File: config.mk
export PLATFORM = sky130hd
export DESIGN_NAME = gf_inv_seq
export DESIGN_NICKNAME = d
export VERILOG_FILES = /design/src/rtl/aes_pkg.sv /design/src/rtl/gf_mul8.sv /design/src/rtl/gf_inv_seq.sv
export SDC_FILE = /design/constraint.sdc
export NUM_CORES = 1
export LEC_CHECK = 0
export ABC_AREA = 0
export CAP_MARGIN = 20
export CORE_MARGIN = 2
export CORE_UTILIZATION = 65
export CTS_BUF_LIST = sky130_fd_sc_hd__clkbuf_16
export DETAILED_ROUTE_END_ITERATION = 10
export PLACE_DENSITY = 0.94
export SYNTH_ARGS = -nofsm -noshare
export SYNTH_HDL_FRONTEND = slang
export SYNTH_SLANG_ARGS = --single-unit
File: constraint.sdc
create_clock -name clk -period 9.3 [get_ports clk]
set_input_delay 1.86 -clock clk [delete_from_list [all_inputs] [get_ports clk]]
set_output_delay 1.86 -clock clk [all_outputs]
set_load 0.03 [all_outputs]
File: src/rtl/aes_pkg.sv
// aes_pkg: shared constants and FSM state type for the AES S-box inverse datapath
package aes_pkg;
    localparam logic [7:0] AES_POLY_LO  = 8'h1B;
    localparam int         GF_INV_ITERS = 7;
    typedef enum logic [1:0] {IDLE, CALC, DONE} inv_state_e;
endpackage

File: src/rtl/gf_mul8.sv
// gf_mul8: combinational GF(2^8) multiplier reduced by x^8+x^4+x^3+x+1
module gf_mul8
    import aes_pkg::*;
(
    input  logic [7:0] a,
    input  logic [7:0] b,
    output logic [7:0] p
);
    logic [7:0] t;
    // shift-and-add product; t walks a*x^i via xtime
    always_comb begin
        p = '0;
        t = a;
        for (int i = 0; i < 8; i++) begin
            p = b[i] ? (p ^ t) : p;
            t = {t[6:0], 1'b0} ^ (t[7] ? AES_POLY_LO : 8'h00);
        end
    end
endmodule

File: src/rtl/gf_inv_seq.sv
// gf_inv_seq: iterative x^254 (multiplicative inverse) in GF(2^8) with valid/ready handshakes
module gf_inv_seq
    import aes_pkg::*;
(
    input  logic       clk,
    input  logic       rst_n,
    input  logic       in_valid,
    output logic       in_ready,
    input  logic [7:0] in_data,
    output logic       out_valid,
    input  logic       out_ready,
    output logic [7:0] out_data
);
    inv_state_e state_q, state_d;
    logic [7:0] sq_q, sq_d, acc_q, acc_d, sq_sq, acc_mul;
    logic [2:0] cnt_q, cnt_d;
    logic       accept;

    gf_mul8 u_sq  (.a(sq_q),  .b(sq_q),  .p(sq_sq));
    gf_mul8 u_acc (.a(acc_q), .b(sq_sq), .p(acc_mul));

    assign in_ready  = (state_q == IDLE) || (state_q == DONE && out_ready);
    assign out_valid = (state_q == DONE);
    assign out_data  = acc_q;

    // next state: load on accept, square-and-multiply in CALC, release on handoff
    always_comb begin
        state_d = state_q;
        sq_d    = sq_q;
        acc_d   = acc_q;
        cnt_d   = cnt_q;
        accept  = in_valid && in_ready;
        if (state_q == CALC) begin
            sq_d    = sq_sq;
            acc_d   = acc_mul;
            cnt_d   = cnt_q + 3'd1;
            state_d = (cnt_q == 3'(GF_INV_ITERS - 1)) ? DONE : CALC;
        end else if (accept) begin
            sq_d    = in_data;
            acc_d   = 8'h01;
            cnt_d   = '0;
            state_d = CALC;
        end else if (state_q == DONE && out_ready) begin
            state_d = IDLE;
        end
    end

    // state and datapath registers, cleared asynchronously
    always_ff @(posedge clk or negedge rst_n) begin
        if (!rst_n) begin
            state_q <= IDLE;
            sq_q    <= '0;
            acc_q   <= '0;
            cnt_q   <= '0;
        end else begin
            state_q <= state_d;
            sq_q    <= sq_d;
            acc_q   <= acc_d;
            cnt_q   <= cnt_d;
        end
    end
endmodule

==> flow_summary.yaml, run 1 <==
timing:
  worstMarginPinSlew_ns: 0.923
  fin_crit_sh_pct: 55.6
  timing.final.max_slew_violations: 0
  clock.fmax_mhz: 193
  finalHoldViolations: 0
  slew_headroom_pct: 38.3
  setup_viol: 0
  fin_skew_ns: 0.00720
  rsz0062_at_grt: "no"
  min_period_ns: 5.18
  fin_tns_setup_ns: 0
die:
  rows: 24
  io_pins: 22
  die_area_um2: 5160
  die_h_um: 71.8
  die-width_um: 71.8
  start_util_pct: 68.2
  core_area_um2: 4380
worst_setup_path:
  critPathLaunchType: "primary input"
  path_cells: "clkdlybuf4s50_1 -> inv_1 -> a21oi_1 -> clkdlybuf4s50_1"
  timing.rr.end: "out_data[1]"
  cp_data_arrival_time_ns: 3.32
  cpMostUsedCell: "clkdlybuf4s50_1"
  cp.required_ns: 7.44
  crit-reg2reg-launch: "sq_q[7]"
  cp_max_fo: 4
  critPathKind: "primary input to primary output"
  reg2reg_slack_ns: 5.49
  critPathMaxStageDelay_ns: 0.72
  cp_slowest_cell: "clkdlybuf4s50_1"
  crit_path_end_kind: "primary output"
  reg2reg_depth: 9
cts:
  cts_hold_buf: 0
  clk_pin_slew_ns: 0.06
  numCtsBuffers: 3
  htree_levels: 1
  cts_resized: 0
  insertion_delay_ns: 0.26
  post_cts_buffers: 0
  clockBufferDepth: 2
  root_buffer: "clkbuf_16"
  cts.sinks: 21
  cts_tree: "built"
grt:
  grt_pass1_vias: 2530
  grt_first_pass_wirelength_um: 12600
  antenna_found_initial: 0
  grt_usage_pct: 31.1
  overflow: 0
  grt_max_degree: 28
yosys:
  ys_types: 58
  synth-seq-cells: 21
  synth_area_um2: 2990
  yosys_warnings: 0
  synth-async-reset-ratio_pct: 100
  ys.flop_type: "dfrtp_1"
  syn_avg_cell_area_um2: 8.62
  synth_edf_count: 0
  yosysMostFrequentCell: "xnor2_1"
  synth_top_area_share_pct: 17.6
  synth_area_leader_cell: "dfrtp_1"
  ys_seq_area_share_pct: 17.6
  netlist_top_cells_area: "dfrtp_1, xnor3_1, xnor2_1"
  syn_nets: 362
  yosys-top-cells-count: "xnor2_1, nor2_1, xor2_1"
  postSynthCellCount: 347
routing:
  route.detailed.drc: 0
  postRouteAntennaNets: 0
  routed-via-count: 2649
  viasPerCell: 6.64
  wl_um: 7640
  first_pass_iters: 5
  wl_per_cell_um: 19.1
  drt_iter0_drc: 304
min_path:
  hp-start: "cnt_q[2]"
  min_path_type: "flip-flop to flip-flop"
  whs_path_depth: 1
  whs_endpoint: "state_q[0]"
status:
  status: "completed"
placement:
  gp_congestion: 0.946
  dp_hpwl_um: 5130
  io_buffers: 21
layout:
  diodes: 0
  area_delta_synth_final_pct: 8.28
  nets: 363
  final_layout_size_suffix_gt1_share_pct: 4.03
  multi_input_area_um2: 2320
  num-fill-cells: 290
  regArea_um2: 526
job:
  maxCapViolations: 0
-- worst max-delay path by stage --
stage                     startpoint  endpoint  depth (start not counted)  slack [ns]
after floorplan            out_ready  in_ready                          2        4.97
after detailed placement   out_ready  in_ready                          4        4.13
after CTS                  out_ready  in_ready                          4        4.12
final                      out_ready  in_ready                          4        4.12
after global placement     out_ready  in_ready                          4        4.16
after global routing       out_ready  in_ready                          4        4.01
-- cell type report --
| cell class | instances | share of cell area (%) |
|---|---|---|
| Multi-Input combinational cell | 294 | 71.7 |
| Sequential cell | 21 | 16.2 |
| Timing Repair Buffer | 23 | 6.95 |
| Clock buffer | 3 | 2.32 |
| Tap cell | 52 | 2.01 |
| Inverter | 5 | 0.579 |
| Clock inverter | 1 | 0.232 |
-- critical path, delay by kind of cell --
family,cells,cell delay (ns)
AO/OA/AOI/OAI,1,0.25
buffers and inverters,3,1.20
-- through the flow --
stage	area, µm²	utilization [%]	setup WS, ns	cells	hold WS, ns
after floorplan	2990	-	4.97	347	0.465
after global placement	3140	71.7	4.16	393	0.494
after detailed placement	3150	71.8	4.13	394	0.489
after CTS	3230	73.7	4.12	398	0.509
after global routing	3240	73.9	4.01	399	0.525
final	3240	73.9	4.12	399	0.512
-- kinds of logic (layout without fill, tap and decap cells) --
kind of cell               count (synthesis)  in the layout  share of synthesized area [%]
adders and majority gates                  3              3                           1.25
xor gates and xnor gates                  80             80                           33.7
and+or+nand+nor                          122            122                           21.5
buffers and inverters                     32             32                           4.81
DFF                                       21             21                           17.6
AOI/OAI and AO/OA                         79             79                           17.7
muxes                                     10             10                           3.43
-- flip-flops by register name, summed over array words and instances, names as in the netlist --
name / cells
out_data: 8
sq_q: 8
cnt_q: 3
state_q: 2
-- per-layer routing --
layer / share of wire, % / GRT usage (%) / wire length [µm] / vias to the layer above
li1: - / - / - / 1224
met2: 50 / 52.4 / 3780 / 150
met3: 8.8 / 2.53 / 671 / 16
met1: 40 / 43.0 / 3030 / 1259
met4: 2.1 / 9.64 / 157 / 0
met5: 0 / 0 / 0 / -
-- placed cells by master, fill, tap and decap left out, drive strengths merged, types with 5 or more instances in the layout --
master / synthesis / final
mux2i: 8 / 8
a211oi: 9 / 9
xor2: 26 / 26
xnor2: 33 / 33
dfrtp: 21 / 21
xnor3: 19 / 19
nor3: 10 / 10
nand2: 24 / 24
clkdlybuf4s50: 0 / 21
o21ai: 24 / 24
nor2: 31 / 31
nand3: 13 / 13
a21oi: 13 / 13
inv: 5 / 5
a22oi: 7 / 7
and2: 6 / 6
nand2b: 5 / 5
nor2b: 10 / 10
Power of run 1 is not shown: default switching activity piles up to over one toggle a cycle in this logic, so the estimate is an artifact.
==> inputs of run 2 (changes only) <==
Settings changed: CORE_UTILIZATION 65 to 60, PLACE_DENSITY 0.94 to 0.88.
Clock period 9.3 ns to 5 ns, I/O delays scaled along.
==> flow_summary.yaml, run 2 (synthesis results as in run 1) <==
timing:
  fin_tns_setup_ns: 0
  rsz0062_at_grt: "no"
  worstMarginPinSlew_ns: 0.999
  min_period_ns: 3.67
  finalHoldViolations: 0
  timing.final.max_slew_violations: 0
  setup_viol: 0
  clock.fmax_mhz: 273
  slew_headroom_pct: 33.4
  fin_skew_ns: 0.00242
  fin_crit_sh_pct: 73.3
cts:
  cts.sinks: 21
  cts_resized: 0
  root_buffer: "clkbuf_16"
  cts_tree: "built"
  insertion_delay_ns: 0.26
  numCtsBuffers: 3
  clk_pin_slew_ns: 0.06
  htree_levels: 1
  cts_hold_buf: 0
  clockBufferDepth: 2
  post_cts_buffers: 0
routing:
  drt_iter0_drc: 244
  wl_per_cell_um: 18.2
  postRouteAntennaNets: 0
  wl_um: 7590
  first_pass_iters: 5
  viasPerCell: 6.31
  route.detailed.drc: 0
  routed-via-count: 2627
grt:
  grt_max_degree: 28
  grt_usage_pct: 29.0
  antenna_found_initial: 0
  grt_first_pass_wirelength_um: 12400
  overflow: 0
  grt_pass1_vias: 2546
die:
  die_area_um2: 5570
  rows: 25
  start_util_pct: 62.9
  core_area_um2: 4750
  die_h_um: 74.6
  io_pins: 22
  die-width_um: 74.6
placement:
  io_buffers: 21
  placed_cells: 410
  dp_hpwl_um: 5330
  gp_congestion: 0.973
layout:
  final_layout_size_suffix_gt1_share_pct: 4.58
  num-fill-cells: 374
  stdcell_count: 416
  fin_util_pct: 69.3
  final_cell_mix: "xnor2_1, nor2_1, xor2_1"
  nets: 365
  area_delta_synth_final_pct: 10.1
  multi_input_area_um2: 2320
  regArea_um2: 526
  final_common_cell: "xnor2_1"
  diodes: 0
worst_setup_path:
  cp_num_buf_inv: 0
  critPathMaxStageDelay_ns: 0.63
  cp.required_ns: 5.18
  cp_max_fo: 21
  cp_slowest_cell: "dfrtp_1"
  critPathKind: "flip-flop to flip-flop"
  cp_data_arrival_time_ns: 3.84
  critPathLaunchType: "flip-flop"
  path_delay_family: "XOR/XNOR gates"
  crit_path_end_kind: "flip-flop"
  path_cells: "ha_1 -> xor3_1 -> and3_1 -> nor2_1 -> mux2_1 -> o22ai_1 -> xor2_1 -> xnor3_1 -> o21ai_1"
status:
  status: "completed"
min_path:
  min_path_type: "flip-flop to flip-flop"
job:
  maxCapViolations: 0
run 2: metal layers:
metal  vias to the layer above  GRT usage (%)  wire, µm
li1                       1227              -         -
met1                      1279           40.9      3320
met2                       107           47.1      3630
met3                        14           3.35       533
met4                         0           9.52       106
met5                         -              0         0
run 2: stage by stage:
| stage | hold WS (ns) | instance area, µm² | worst slack, ns |
|---|---|---|---|
| floorplan | 0.465 | 2990 | 2.08 |
| global placement | 0.495 | 3180 | 1.55 |
| detailed placement | 0.509 | 3180 | 1.40 |
| CTS | 0.519 | 3260 | 1.37 |
| global route | 0.549 | 3290 | 1.08 |
| finish | 0.516 | 3290 | 1.33 |
run 2: layout make-up:
type                       instances  area share (%)
clock inverter                     1           0.228
tap                               67            2.55
timing repair buffer              25            7.90
sequential                        21            16.0
inverter                           5           0.570
clock buffer                       3            2.28
multi-input combinational        294            70.5
run 2: final timing paths:
| kind | from | endpoint | slack [ns] | depth (start not counted) |
|---|---|---|---|---|
| min in group asynchronous | rst_n | out_data[1] | 1.03 | 1 |
| max in group asynchronous | rst_n | sq_q[2] | 3.55 | 2 |
| min | cnt_q[2] | state_q[0] | 0.52 | 1 |
| max | sq_q[7] | out_data[3] | 1.33 | 9 |
| max reg2reg | sq_q[7] | out_data[3] | 1.33 | 9 |
| min reg2reg | cnt_q[2] | state_q[0] | 0.52 | 1 |
run 2: worst reg2reg max path: cells and delay by family, from the launching register on:
kind	cells	cell delay, ns
xor gates and xnor gates	3	0.93
and+or+nand+nor	2	0.74
DFF	1	0.63
adders and majority gates	1	0.55
muxes	1	0.40
AOI/OAI and AO/OA	2	0.32
Power of run 2 is left out for the same reason.
